<file path="src/rtl/fifo_arb_pkg.sv">
// Shared definitions for the FIFO write arbiter: stall counter sizing,
// lock-state encoding and the wrapped index increment.
package fifo_arb_pkg;

  localparam int STALL_W = 16;
  localparam logic [STALL_W-1:0] STALL_MAX = 16'hFFFF;

  // Burst lock state, only used when ARB_LOCK_EN is defined.
  typedef enum logic {
    LK_OPEN   = 1'b0,
    LK_LOCKED = 1'b1
  } lock_state_e;

  // Increment idx modulo n (n need not be a power of two).
  function automatic int next_idx(input int idx, input int n);
    return (idx >= n - 1) ? 0 : idx + 1;
  endfunction

endpackage

</file>
<file path="src/rtl/fifo_wr_arbiter_if.sv">
// Producer/FIFO-facing bundle for fifo_wr_arbiter.
// Handshake: a requester raises req[i] with wdata/last stable and holds them
// until ack[i] is seen high in a cycle; that cycle's rising edge completes the
// beat. fifo_wr/fifo_wdata mirror the accepted beat in the same cycle. Dropping
// req before ack withdraws the beat. dbg_* expose the internal arbitration state.
interface fifo_wr_arbiter_if #(
  parameter int NUM_REQ    = 4,
  parameter int DATA_WIDTH = 8,
  parameter int IDX_W      = $clog2(NUM_REQ)
);
  logic [NUM_REQ-1:0]            req;
  logic [NUM_REQ*DATA_WIDTH-1:0] wdata;
  logic [NUM_REQ-1:0]            last;
  logic                          fifo_full;
  logic [NUM_REQ-1:0]            ack;
  logic                          fifo_wr;
  logic [DATA_WIDTH-1:0]         fifo_wdata;
  logic [IDX_W-1:0]              grant_idx;
  logic [IDX_W-1:0]              dbg_ptr;
  logic                          dbg_lock_vld;
  logic [IDX_W-1:0]              dbg_lock_idx;

  modport master (
    output req, wdata, last, fifo_full,
    input  ack, fifo_wr, fifo_wdata, grant_idx,
    input  dbg_ptr, dbg_lock_vld, dbg_lock_idx
  );

  modport slave (
    input  req, wdata, last, fifo_full,
    output ack, fifo_wr, fifo_wdata, grant_idx,
    output dbg_ptr, dbg_lock_vld, dbg_lock_idx
  );
endinterface

</file>
<file path="src/rtl/fifo_wr_arbiter_rr_pick.sv">
// Cyclic priority search: first set bit of eligible at or after ptr,
// wrapping from N-1 back to 0.
module rr_pick #(
  parameter int N     = 4,
  parameter int IDX_W = $clog2(N)
) (
  input  logic [N-1:0]     eligible,
  input  logic [IDX_W-1:0] ptr,
  output logic             found,
  output logic [IDX_W-1:0] idx
);

  // Walk N positions starting at ptr; the first hit wins.
  always_comb begin
    int j;
    found = 1'b0;
    idx   = '0;
    j     = 0;
    for (int k = 0; k < N; k++) begin
      j = int'(ptr) + k;
      if (j >= N) j = j - N;
      if (!found && eligible[j]) begin
        found = 1'b1;
        idx   = IDX_W'(j);
      end
    end
  end

endmodule

</file>
<file path="src/rtl/fifo_wr_arbiter.sv">
// Round-robin write arbiter sharing one FIFO write port among NUM_REQ producers.
// Zero-latency combinational grant; never writes while fifo_full; counts stalled
// cycles. Optional burst locking is enabled by defining ARB_LOCK_EN.
module fifo_wr_arbiter
  import fifo_arb_pkg::*;
#(
  parameter int NUM_REQ    = 4,
  parameter int DATA_WIDTH = 8,
  parameter int IDX_W      = $clog2(NUM_REQ)
) (
  input  logic                  clk,
  input  logic                  reset,
  fifo_wr_arbiter_if.slave      bus,
  input  logic                  stall_clr,
  output logic [STALL_W-1:0]    stall_cnt
);

  logic [IDX_W-1:0]   ptr_q, ptr_d;
  logic [NUM_REQ-1:0] base_elig, eligible;
  logic               found, accept;
  logic [IDX_W-1:0]   pick_idx;

  assign base_elig = bus.req & ~{NUM_REQ{bus.fifo_full}};

`ifdef ARB_LOCK_EN
  lock_state_e      state_q, state_d;
  logic [IDX_W-1:0] lock_idx_q, lock_idx_d;

  // While a burst holds the lock, only its owner may be picked.
  always_comb begin
    eligible = base_elig;
    if (state_q == LK_LOCKED) eligible = base_elig & (NUM_REQ'(1) << lock_idx_q);
  end
`else
  assign eligible = base_elig;
`endif

  rr_pick #(.N(NUM_REQ), .IDX_W(IDX_W)) u_pick (
    .eligible (eligible),
    .ptr      (ptr_q),
    .found    (found),
    .idx      (pick_idx)
  );

  // Reset masks the combinational write path so nothing leaks out during reset.
  assign accept = found & ~reset;

  // Write path: one-hot ack and data mux for the winner, all zero when idle.
  always_comb begin
    bus.ack        = '0;
    bus.fifo_wr    = 1'b0;
    bus.fifo_wdata = '0;
    bus.grant_idx  = '0;
    if (accept) begin
      bus.ack        = NUM_REQ'(1) << pick_idx;
      bus.fifo_wr    = 1'b1;
      bus.fifo_wdata = bus.wdata[int'(pick_idx)*DATA_WIDTH +: DATA_WIDTH];
      bus.grant_idx  = pick_idx;
    end
  end

`ifdef ARB_LOCK_EN
  // Lock next-state: a non-last beat from an open arbiter takes the lock;
  // the owner's last beat releases it and moves ptr past the owner.
  always_comb begin
    state_d    = state_q;
    lock_idx_d = lock_idx_q;
    ptr_d      = ptr_q;
    case (state_q)
      LK_OPEN: begin
        if (accept) begin
          if (bus.last[pick_idx]) begin
            ptr_d = IDX_W'(next_idx(int'(pick_idx), NUM_REQ));
          end else begin
            state_d    = LK_LOCKED;
            lock_idx_d = pick_idx;
          end
        end
      end
      LK_LOCKED: begin
        if (accept && bus.last[pick_idx]) begin
          state_d = LK_OPEN;
          ptr_d   = IDX_W'(next_idx(int'(lock_idx_q), NUM_REQ));
        end
      end
      default: state_d = LK_OPEN;
    endcase
  end

  // Lock state and round-robin pointer registers.
  always_ff @(posedge clk or posedge reset) begin
    if (reset) begin
      state_q    <= LK_OPEN;
      lock_idx_q <= '0;
      ptr_q      <= '0;
    end else begin
      state_q    <= state_d;
      lock_idx_q <= lock_idx_d;
      ptr_q      <= ptr_d;
    end
  end

  assign bus.dbg_lock_vld = (state_q == LK_LOCKED);
  assign bus.dbg_lock_idx = lock_idx_q;
`else
  // Every beat re-arbitrates; last has no effect in this build.
  logic unused_last;
  assign unused_last = ^bus.last;

  // Advance ptr past the winner; hold when nothing is written.
  always_comb begin
    ptr_d = ptr_q;
    if (accept) ptr_d = IDX_W'(next_idx(int'(pick_idx), NUM_REQ));
  end

  // Round-robin pointer register.
  always_ff @(posedge clk or posedge reset) begin
    if (reset) ptr_q <= '0;
    else       ptr_q <= ptr_d;
  end

  assign bus.dbg_lock_vld = 1'b0;
  assign bus.dbg_lock_idx = '0;
`endif

  assign bus.dbg_ptr = ptr_q;

  // Saturating count of cycles where someone wants to write but the FIFO is full.
  always_ff @(posedge clk or posedge reset) begin
    if (reset) begin
      stall_cnt <= '0;
    end else if (stall_clr) begin
      stall_cnt <= '0;
    end else if ((|bus.req) && bus.fifo_full && (stall_cnt != STALL_MAX)) begin
      stall_cnt <= stall_cnt + 1'b1;
    end
  end

endmodule

</file>
<file path="src/flat_wrapper.sv">
// flat-port wrapper written by rule: the top's interface ports become plain ports
module fifo_wr_arbiter_flat import fifo_arb_pkg::*;
#(
  parameter int NUM_REQ    = 4,
  parameter int DATA_WIDTH = 8,
  parameter int IDX_W      = $clog2(NUM_REQ)
)
  (clk, reset, stall_clr, stall_cnt, bus_req, bus_wdata, bus_last, bus_fifo_full, bus_ack, bus_fifo_wr, bus_fifo_wdata, bus_grant_idx, bus_dbg_ptr, bus_dbg_lock_vld, bus_dbg_lock_idx);
  fifo_wr_arbiter_if #(.NUM_REQ(NUM_REQ), .DATA_WIDTH(DATA_WIDTH), .IDX_W(IDX_W)) bus_i ();
  input  logic clk;
  input  logic reset;
  input  logic stall_clr;
  output logic [STALL_W-1:0] stall_cnt;
  input wire logic [$bits(bus_i.req)-1:0] bus_req;
  input wire logic [$bits(bus_i.wdata)-1:0] bus_wdata;
  input wire logic [$bits(bus_i.last)-1:0] bus_last;
  input wire logic [$bits(bus_i.fifo_full)-1:0] bus_fifo_full;
  output wire logic [$bits(bus_i.ack)-1:0] bus_ack;
  output wire logic [$bits(bus_i.fifo_wr)-1:0] bus_fifo_wr;
  output wire logic [$bits(bus_i.fifo_wdata)-1:0] bus_fifo_wdata;
  output wire logic [$bits(bus_i.grant_idx)-1:0] bus_grant_idx;
  output wire logic [$bits(bus_i.dbg_ptr)-1:0] bus_dbg_ptr;
  output wire logic [$bits(bus_i.dbg_lock_vld)-1:0] bus_dbg_lock_vld;
  output wire logic [$bits(bus_i.dbg_lock_idx)-1:0] bus_dbg_lock_idx;
  assign bus_i.req = bus_req;
  assign bus_i.wdata = bus_wdata;
  assign bus_i.last = bus_last;
  assign bus_i.fifo_full = bus_fifo_full;
  assign bus_ack = bus_i.ack;
  assign bus_fifo_wr = bus_i.fifo_wr;
  assign bus_fifo_wdata = bus_i.fifo_wdata;
  assign bus_grant_idx = bus_i.grant_idx;
  assign bus_dbg_ptr = bus_i.dbg_ptr;
  assign bus_dbg_lock_vld = bus_i.dbg_lock_vld;
  assign bus_dbg_lock_idx = bus_i.dbg_lock_idx;
  fifo_wr_arbiter #(.NUM_REQ(NUM_REQ), .DATA_WIDTH(DATA_WIDTH), .IDX_W(IDX_W)) u_core (.clk(clk), .reset(reset), .bus(bus_i), .stall_clr(stall_clr), .stall_cnt(stall_cnt));
endmodule
</file>
<file path="config.mk">
export PLATFORM = sky130hd
export DESIGN_NAME = fifo_wr_arbiter_flat
export DESIGN_NICKNAME = d
export VERILOG_FILES = /design/src/rtl/fifo_arb_pkg.sv /design/src/rtl/fifo_wr_arbiter_if.sv /design/src/rtl/fifo_wr_arbiter_rr_pick.sv /design/src/rtl/fifo_wr_arbiter.sv /design/src/flat_wrapper.sv
export SDC_FILE = /design/constraint.sdc
export NUM_CORES = 1
export LEC_CHECK = 0
export ABC_CLOCK_PERIOD_IN_PS = 6600
export CAP_MARGIN = 25
export CORE_MARGIN = 4
export CORE_UTILIZATION = 46
export CTS_BUF_LIST = sky130_fd_sc_hd__clkbuf_8 sky130_fd_sc_hd__clkbuf_16
export DETAILED_ROUTE_END_ITERATION = 10
export DONT_BUFFER_PORTS = 1
export PLACE_DENSITY = 0.58
export SYNTH_ARGS = -nofsm -noshare
export SYNTH_HDL_FRONTEND = slang
export SYNTH_HIERARCHICAL = 1
export SYNTH_SLANG_ARGS = --single-unit
</file>
<file path="constraint.sdc">
create_clock -name clk -period 6.6 [get_ports clk]
set_input_delay 1.32 -clock clk [delete_from_list [all_inputs] [get_ports clk]]
set_output_delay 1.32 -clock clk [all_outputs]
set_load 0.05 [all_outputs]
</file>
* Word-level counts from Yosys, hierarchy flattened
Cells that the tools add are included.
** Word-level totals
- Bits of input ports :: 44
- Register bits :: 18
- Output and inout bits :: 36
- Word-level logic and storage cells :: 68
** Cells by class
- Shifts and indexed selects :: 2
- Multiplexer cells :: 31
- Reduce and logical (&&, ||, !) cells :: 10
- Equality and inequality tests :: 1
- Bitwise gates (word level) :: 4
- Add/subtract/negate cells :: 9
- Magnitude comparators :: 9
** Operators with widths (number)
- $lt 32x4->1 const B :: 4
- $mux 32 :: 4
- $mux 16 :: 2
- $shiftx 32x6->8 :: 1
- $add 16x1->16 const B :: 1
- $ne 16x16->1 const B :: 1
- $mux 1 :: 13
- $mux 2 :: 6
- $sub 3x3->4 const B :: 3
- $ge 3x3->1 const B :: 3
- $bmux 1 s2 :: 4
- $mux 8 :: 1
- $add 2x2->3 const B :: 2
- $logic_and 1x1->1 :: 5
- $and 4x4->4 :: 1
- $mux 4 :: 1
- $not 4->4 :: 1
- $reduce_or 4->1 :: 1
- $shl 1x2->4 const A :: 1
- $sub 2x3->4 const B :: 1
- $add 2x1->3 const B :: 1
- $ge 2x3->1 const B :: 1
- $logic_not 1->1 :: 3
- $add 2x1->2 const B :: 1
- other kinds (4) :: 4

* Longest topological paths before layout
- Depth in word-level cells :: 17
- Gate-level depth with buffers :: 9
- Gate-level depth less buffers :: 8

* By module
The synthesis kept the hierarchy.
** By module, submodules not included
- fifo_wr_arbiter :: seq. area each 450.4 um^2, instances 1, cells each 150, area an instance 1428.9 um^2
- rr_pick :: seq. area each 0.0 um^2, instances 1, cells each 15, area an instance 77.6 um^2

* Worst setup path after synthesis
Ideal clock, no wire load.
- Path kind :: input port to output port
- Start :: in bus_req[1]
- End :: out bus_fifo_wdata[0]
- Stages :: 7
- Path buffers :: 1
- Arrival time :: 3255 ps
- Required time :: 5280 ps
- Path slack :: 2025 ps
- Path through :: nor2b_1 -> inv_1 -> a221o_1 -> a21oi_1 -> buf_2 -> mux4_2 -> and2_1
** On the way
- Cells in the longest elaborated chain, start to end :: 16
** Ends and longest elaborated chain
- start, declared :: line flat_wrapper.sv:14 : input wire logic [$bits(bus_i.req)-1:0] bus_req;
- $and 4x4->4 (*) :: line fifo_wr_arbiter.sv:23 : assign base_elig = bus.req & ~{NUM_REQ{bus.fifo_full}};
- $bmux 1 s2 :: line fifo_wr_arbiter_rr_pick.sv:22 : if (!found && eligible[j]) begin
- $mux 1 (not written as such) (2 in series) :: line fifo_wr_arbiter_rr_pick.sv:22
- $mux 1 :: line fifo_wr_arbiter_rr_pick.sv:22
- $logic_not 1->1 :: line fifo_wr_arbiter_rr_pick.sv:22
- $logic_and 1x1->1 :: line fifo_wr_arbiter_rr_pick.sv:22
- $mux 1 :: line fifo_wr_arbiter_rr_pick.sv:22
- $logic_not 1->1 :: line fifo_wr_arbiter_rr_pick.sv:22
- $logic_and 1x1->1 :: line fifo_wr_arbiter_rr_pick.sv:22
- $mux 1 :: line fifo_wr_arbiter_rr_pick.sv:22
- $logic_not 1->1 :: line fifo_wr_arbiter_rr_pick.sv:22
- $logic_and 1x1->1 :: line fifo_wr_arbiter_rr_pick.sv:22
- $mux 2 (*) :: line fifo_wr_arbiter_rr_pick.sv:22
- named net u_core.pick_idx[0] :: line fifo_wr_arbiter.sv:21 : logic [IDX_W-1:0] pick_idx;
- $shiftx 32x6->8 (*) :: line fifo_wr_arbiter.sv:57 : bus.fifo_wdata = bus.wdata[int'(pick_idx)*DATA_WIDTH +: DATA_WIDTH];
- $mux 8 (*) :: line fifo_wr_arbiter.sv:54 : if (accept) begin
- end, declared :: line flat_wrapper.sv:20 : output wire logic [$bits(bus_i.fifo_wdata)-1:0] bus_fifo_wdata;
The timed path passes the listed nets; every way through them passes the cells marked *. The select of a mux whose other input is x is not followed.

* Worst setup path after layout
- Start :: in bus_req[0]
- End :: out bus_grant_idx[1]
** RTL lines
- $and 4x4->4 (*) :: line fifo_wr_arbiter.sv:23
- $bmux 1 s2 :: line fifo_wr_arbiter_rr_pick.sv:22
- $mux 1 (not written as such) (2 in series) :: line fifo_wr_arbiter_rr_pick.sv:22
- $mux 1 :: line fifo_wr_arbiter_rr_pick.sv:22
- $logic_not 1->1 :: line fifo_wr_arbiter_rr_pick.sv:22
- $logic_and 1x1->1 :: line fifo_wr_arbiter_rr_pick.sv:22
- $mux 1 :: line fifo_wr_arbiter_rr_pick.sv:22
- $logic_not 1->1 :: line fifo_wr_arbiter_rr_pick.sv:22
- $logic_and 1x1->1 :: line fifo_wr_arbiter_rr_pick.sv:22
- $mux 1 :: line fifo_wr_arbiter_rr_pick.sv:22
- $logic_not 1->1 :: line fifo_wr_arbiter_rr_pick.sv:22
- $logic_and 1x1->1 :: line fifo_wr_arbiter_rr_pick.sv:22
- $mux 2 (*) :: line fifo_wr_arbiter_rr_pick.sv:22
- named net u_core.pick_idx[1] :: line fifo_wr_arbiter.sv:21
- $mux 2 (*) :: line fifo_wr_arbiter.sv:54
- end, declared :: line flat_wrapper.sv:21 : output wire logic [$bits(bus_i.grant_idx)-1:0] bus_grant_idx;
Marked as above.

==> results.txt <==
The count of input and output buffers came out at 0. In this run, post-CTS repair resized a total of 0 instances. The internal power contribution came out at 0.0001911 W. The total negative slack for setup checks is 0 ns. The library cell used most frequently in the layout, excluding fill and tap cells, is dfrtp_1. The clock transition at the register clock pins on the worst setup and hold paths after CTS is 0.06 ns.

The via density per instance came out at 6.014. The shortest period the worst path allows is 4.723 ns. The number of buffers created by CTS is 3.

In this run, post-CTS hold repair placed 0 buffers. The area growth from synthesis to layout came out at 4.568%. The die is 65.23 µm tall. The final wirelength came out at 3593 µm. After the first detailed-routing iteration, the DRC count stood at 52.

The clock latency at the later pin of the worst-skew pair is 0.25 ns. The core region is 3103 µm². The filler cells instantiated in the layout total 300.

Including well taps, the total number of placed cells is 204. The class of the worst hold path is register to register. The horizontal die dimension came out at 65.23 µm. The number of endpoints with negative hold slack in the final report came to 0. Ranked by total cell area, the synthesized netlist is headed by dfrtp_1, mux4_2, and2_1. The largest individual stage delay along the critical path comes from the cell nor2_1.

The first-pass iteration count of the detailed router is 4. The fraction of power consumed by the clock network is 0.234. The largest incremental delay on the critical path came out at 0.75 ns. The number of rows in the core area came out at 20.

The die area came out at 4254 µm². The worst IR drop on VDD came out at 0.1175 mV. The pin count of the biggest net entering global routing is 23.

The area share of the leading cell type in the synthesized netlist came out at 0.2990. The half-perimeter wire length after detailed placement is 2891 µm. The largest fanout of any net on the critical path is 11. The analysis attributes to net switching a power of 0.0001297 W. The deepest level of the CTS H-tree came out at 1. The sequential area share after synthesis is 0.2990. The period utilization is 0.7156. In this run, synthesis produced a sequential element count of 18. The proportion of power drawn by combinational gates came out at 0.333.

The maximum number of buffers from clock root to sink came out at 2. For the worst setup path, the data required time is 5.28 ns. The worst setup path is launched from a primary input. The net count reported at finish came out at 214. The number of max-slew violations in the final report came out at 0.

The worst clock skew on the final layout came out at 0.008091 ns. The tree is rooted in a clkbuf_8. The synthesis warning total is 6. Static timing analysis puts the maximum clock frequency at 211.7 MHz. The number of non-filler instances in the completed layout is 207. In this run the mean area of a mapped cell was 9.130 µm².

The number of clock sinks came out at 18. The worst endpoint data arrival time is 3.40 ns. The total of endpoints with negative setup slack in the final report came out at 0. The total leakage power came out at 0.6126 nW. The global-route congestion overflow total came out at 0.

The worst setup path is captured at an output port. At the pin with the least slew margin, the transition time is 0.9093 ns. The residual antenna-violating net count after detailed routing is 0.

The number of buffers and inverters on the critical path is 1. The most repeated library cell on the critical path is a21oi_1. The number of library cell types mapped by synthesis came out at 42. Routability-driven placement finished with a final weighted congestion of 0.7521.

The class of the most critical setup path is primary input to output port. For this run, the total global-route usage over all layers was measured as 0.1646. The cell count after synthesis came out at 165. For this block, the via count after detailed routing is 1245. In the final layout, the multi-input gates occupy 968.4 µm².

The first-pass GRT wire length came out at 5589 µm. The number of buffers inserted by post-CTS setup repair is 0. Of the cells placed in the final design, the portion with a size suffix greater than 1 is 0.1472. Setup repair after global routing left no endpoint under its margin. The switching part of the total power came out at 0.4043. The boundary pin count is 80. After detailed routing, the number of remaining DRC violations is 0. In the layout the commonest cells are dfrtp_1, nand2_1, a21oi_1, and2_1. 0 antenna diodes ended up in the layout. The tool flagged a number of max-cap violations equal to 0. The initial utilization of the core area, before any placement, comes to 0.4855. TritonCTS built the clock tree. The area used by sequential logic in the layout is 450.4 µm². The fraction of power consumed by sequential logic came out at 0.433. Walking the worst path, the cells encountered are nor2b_1, a21oi_1, o21ai_0, a21oi_1, inv_1, nor2_1. In the final routed layout, each cell accounts on average for 17.36 µm. The cell area after technology mapping is 1506 µm². In this run the power density over the cells is 203.7 nW/µm². The run finished with clean final reports. Measured against its own limit, the worst slew margin works out to 0.3915.

The top cell family by delay on the critical path is compound AO/OA/AOI/OAI gates. The number of antenna violations at the first check in global routing came out at 0. dfrtp_1 takes more of the synthesized area than any other cell.

The number of global-route vias before repair is 1228.
## power by group through the flow
stage	sequential (W)	combinational [W]	clock [W]
CTS	0.000139	0.000108	0.0000764
detailed placement	0.000141	0.000107	0
global route	0.000140	0.000115	0.0000839
floorplan	0.000139	0.0000994	0
global placement	0.000141	0.000106	0
finish	0.000139	0.000107	0.0000751
## routing by layer
| metal | global-route usage | up-vias | wire length, µm |
|---|---|---|---|
| met1 | 0.1753 | 586 | 1358 |
| met5 | 0 | - | 0 |
| li1 | - | 598 | - |
| met4 | 0.05181 | 0 | 19 |
| met3 | 0.04615 | 2 | 396 |
| met2 | 0.3097 | 59 | 1819 |
## flip-flops by register name, summed over array words and instances, names as in the netlist
register            flops
u_core/stall_cnt       16
u_core/bus.dbg_ptr      2
## through the flow
stage                     instance area, µm²  utilization  total power, W  hold WS [ns]  setup WS, ns
final                                   1575       0.5077       0.0003208        0.8529         1.877
after global routing                    1575       0.5077       0.0003386        0.8865         1.749
after CTS                               1575       0.5077       0.0003229        0.8503         1.889
after detailed placement                1534       0.4944       0.0002485        0.8422         1.892
after global placement                  1534       0.4944       0.0002463        0.8249         1.947
after floorplan                         1514            -       0.0002379        0.7834         2.025
## worst paths after layout
kind | startpoint | endpoint | slack, ns | cells after the start
max | bus_req[0] | bus_grant_idx[1] | 1.88 | 6
min | u_core/bus.dbg_ptr[1] | u_core/bus.dbg_ptr[1] | 0.85 | 2
max reg2reg | u_core/bus.dbg_ptr[0] | u_core/bus.dbg_ptr[1] | 4.14 | 7
min reg2reg | u_core/bus.dbg_ptr[1] | u_core/bus.dbg_ptr[1] | 0.85 | 2
max in group asynchronous | reset | u_core/stall_cnt[13] | 5.42 | 2
min in group asynchronous | reset | u_core/stall_cnt[3] | 0.97 | 2
## final cells by class
cell class,instances,area share
Inverter,10,0.02383
Sequential cell,18,0.2859
Clock buffer,3,0.02621
Multi-Input combinational cell,129,0.6148
Timing Repair Buffer,3,0.01430
Tap cell,44,0.03495
## logic make-up after synthesis
group | count (synthesis) | synth area share
DFF | 18 | 0.2990
and+or+nand+nor | 79 | 0.3115
buffers and inverters | 20 | 0.06312
adders and majority gates | 5 | 0.04153
other | 1 | 0.002489
AOI/OAI and AO/OA | 28 | 0.1163
muxes | 14 | 0.1661
## cell usage after synthesis (all sizes together)
master  count
or3         3
a221o       1
nand4       4
nand2      12
a211oi      1
ha          5
clkbuf      4
mux4        8
o221ai      1
mux2i       1
buf         6
o31ai       6
and4        2
a31oi       1
conb        1
nor2        9
and3        2
nand2b      3
a41oi       1
o31a        1
nor3        4
nor4bb      1
nor4        4
a21oi      12
nor4b       1
or4         6
and2       12
inv        10
nand3       7
nor2b       9
dfrtp      18
o21ai       4
mux2        5
## worst reg2reg max path, stage by stage (launching register included)
cell      delay [ns]
dfrtp_1         0.71
nand2b_1        0.18
a21oi_1         0.07
a21oi_1         0.73
inv_1           0.20
ha_1            0.33
nand2_1         0.06
nand2_1         0.07
Power figures use the tool's default switching activity.
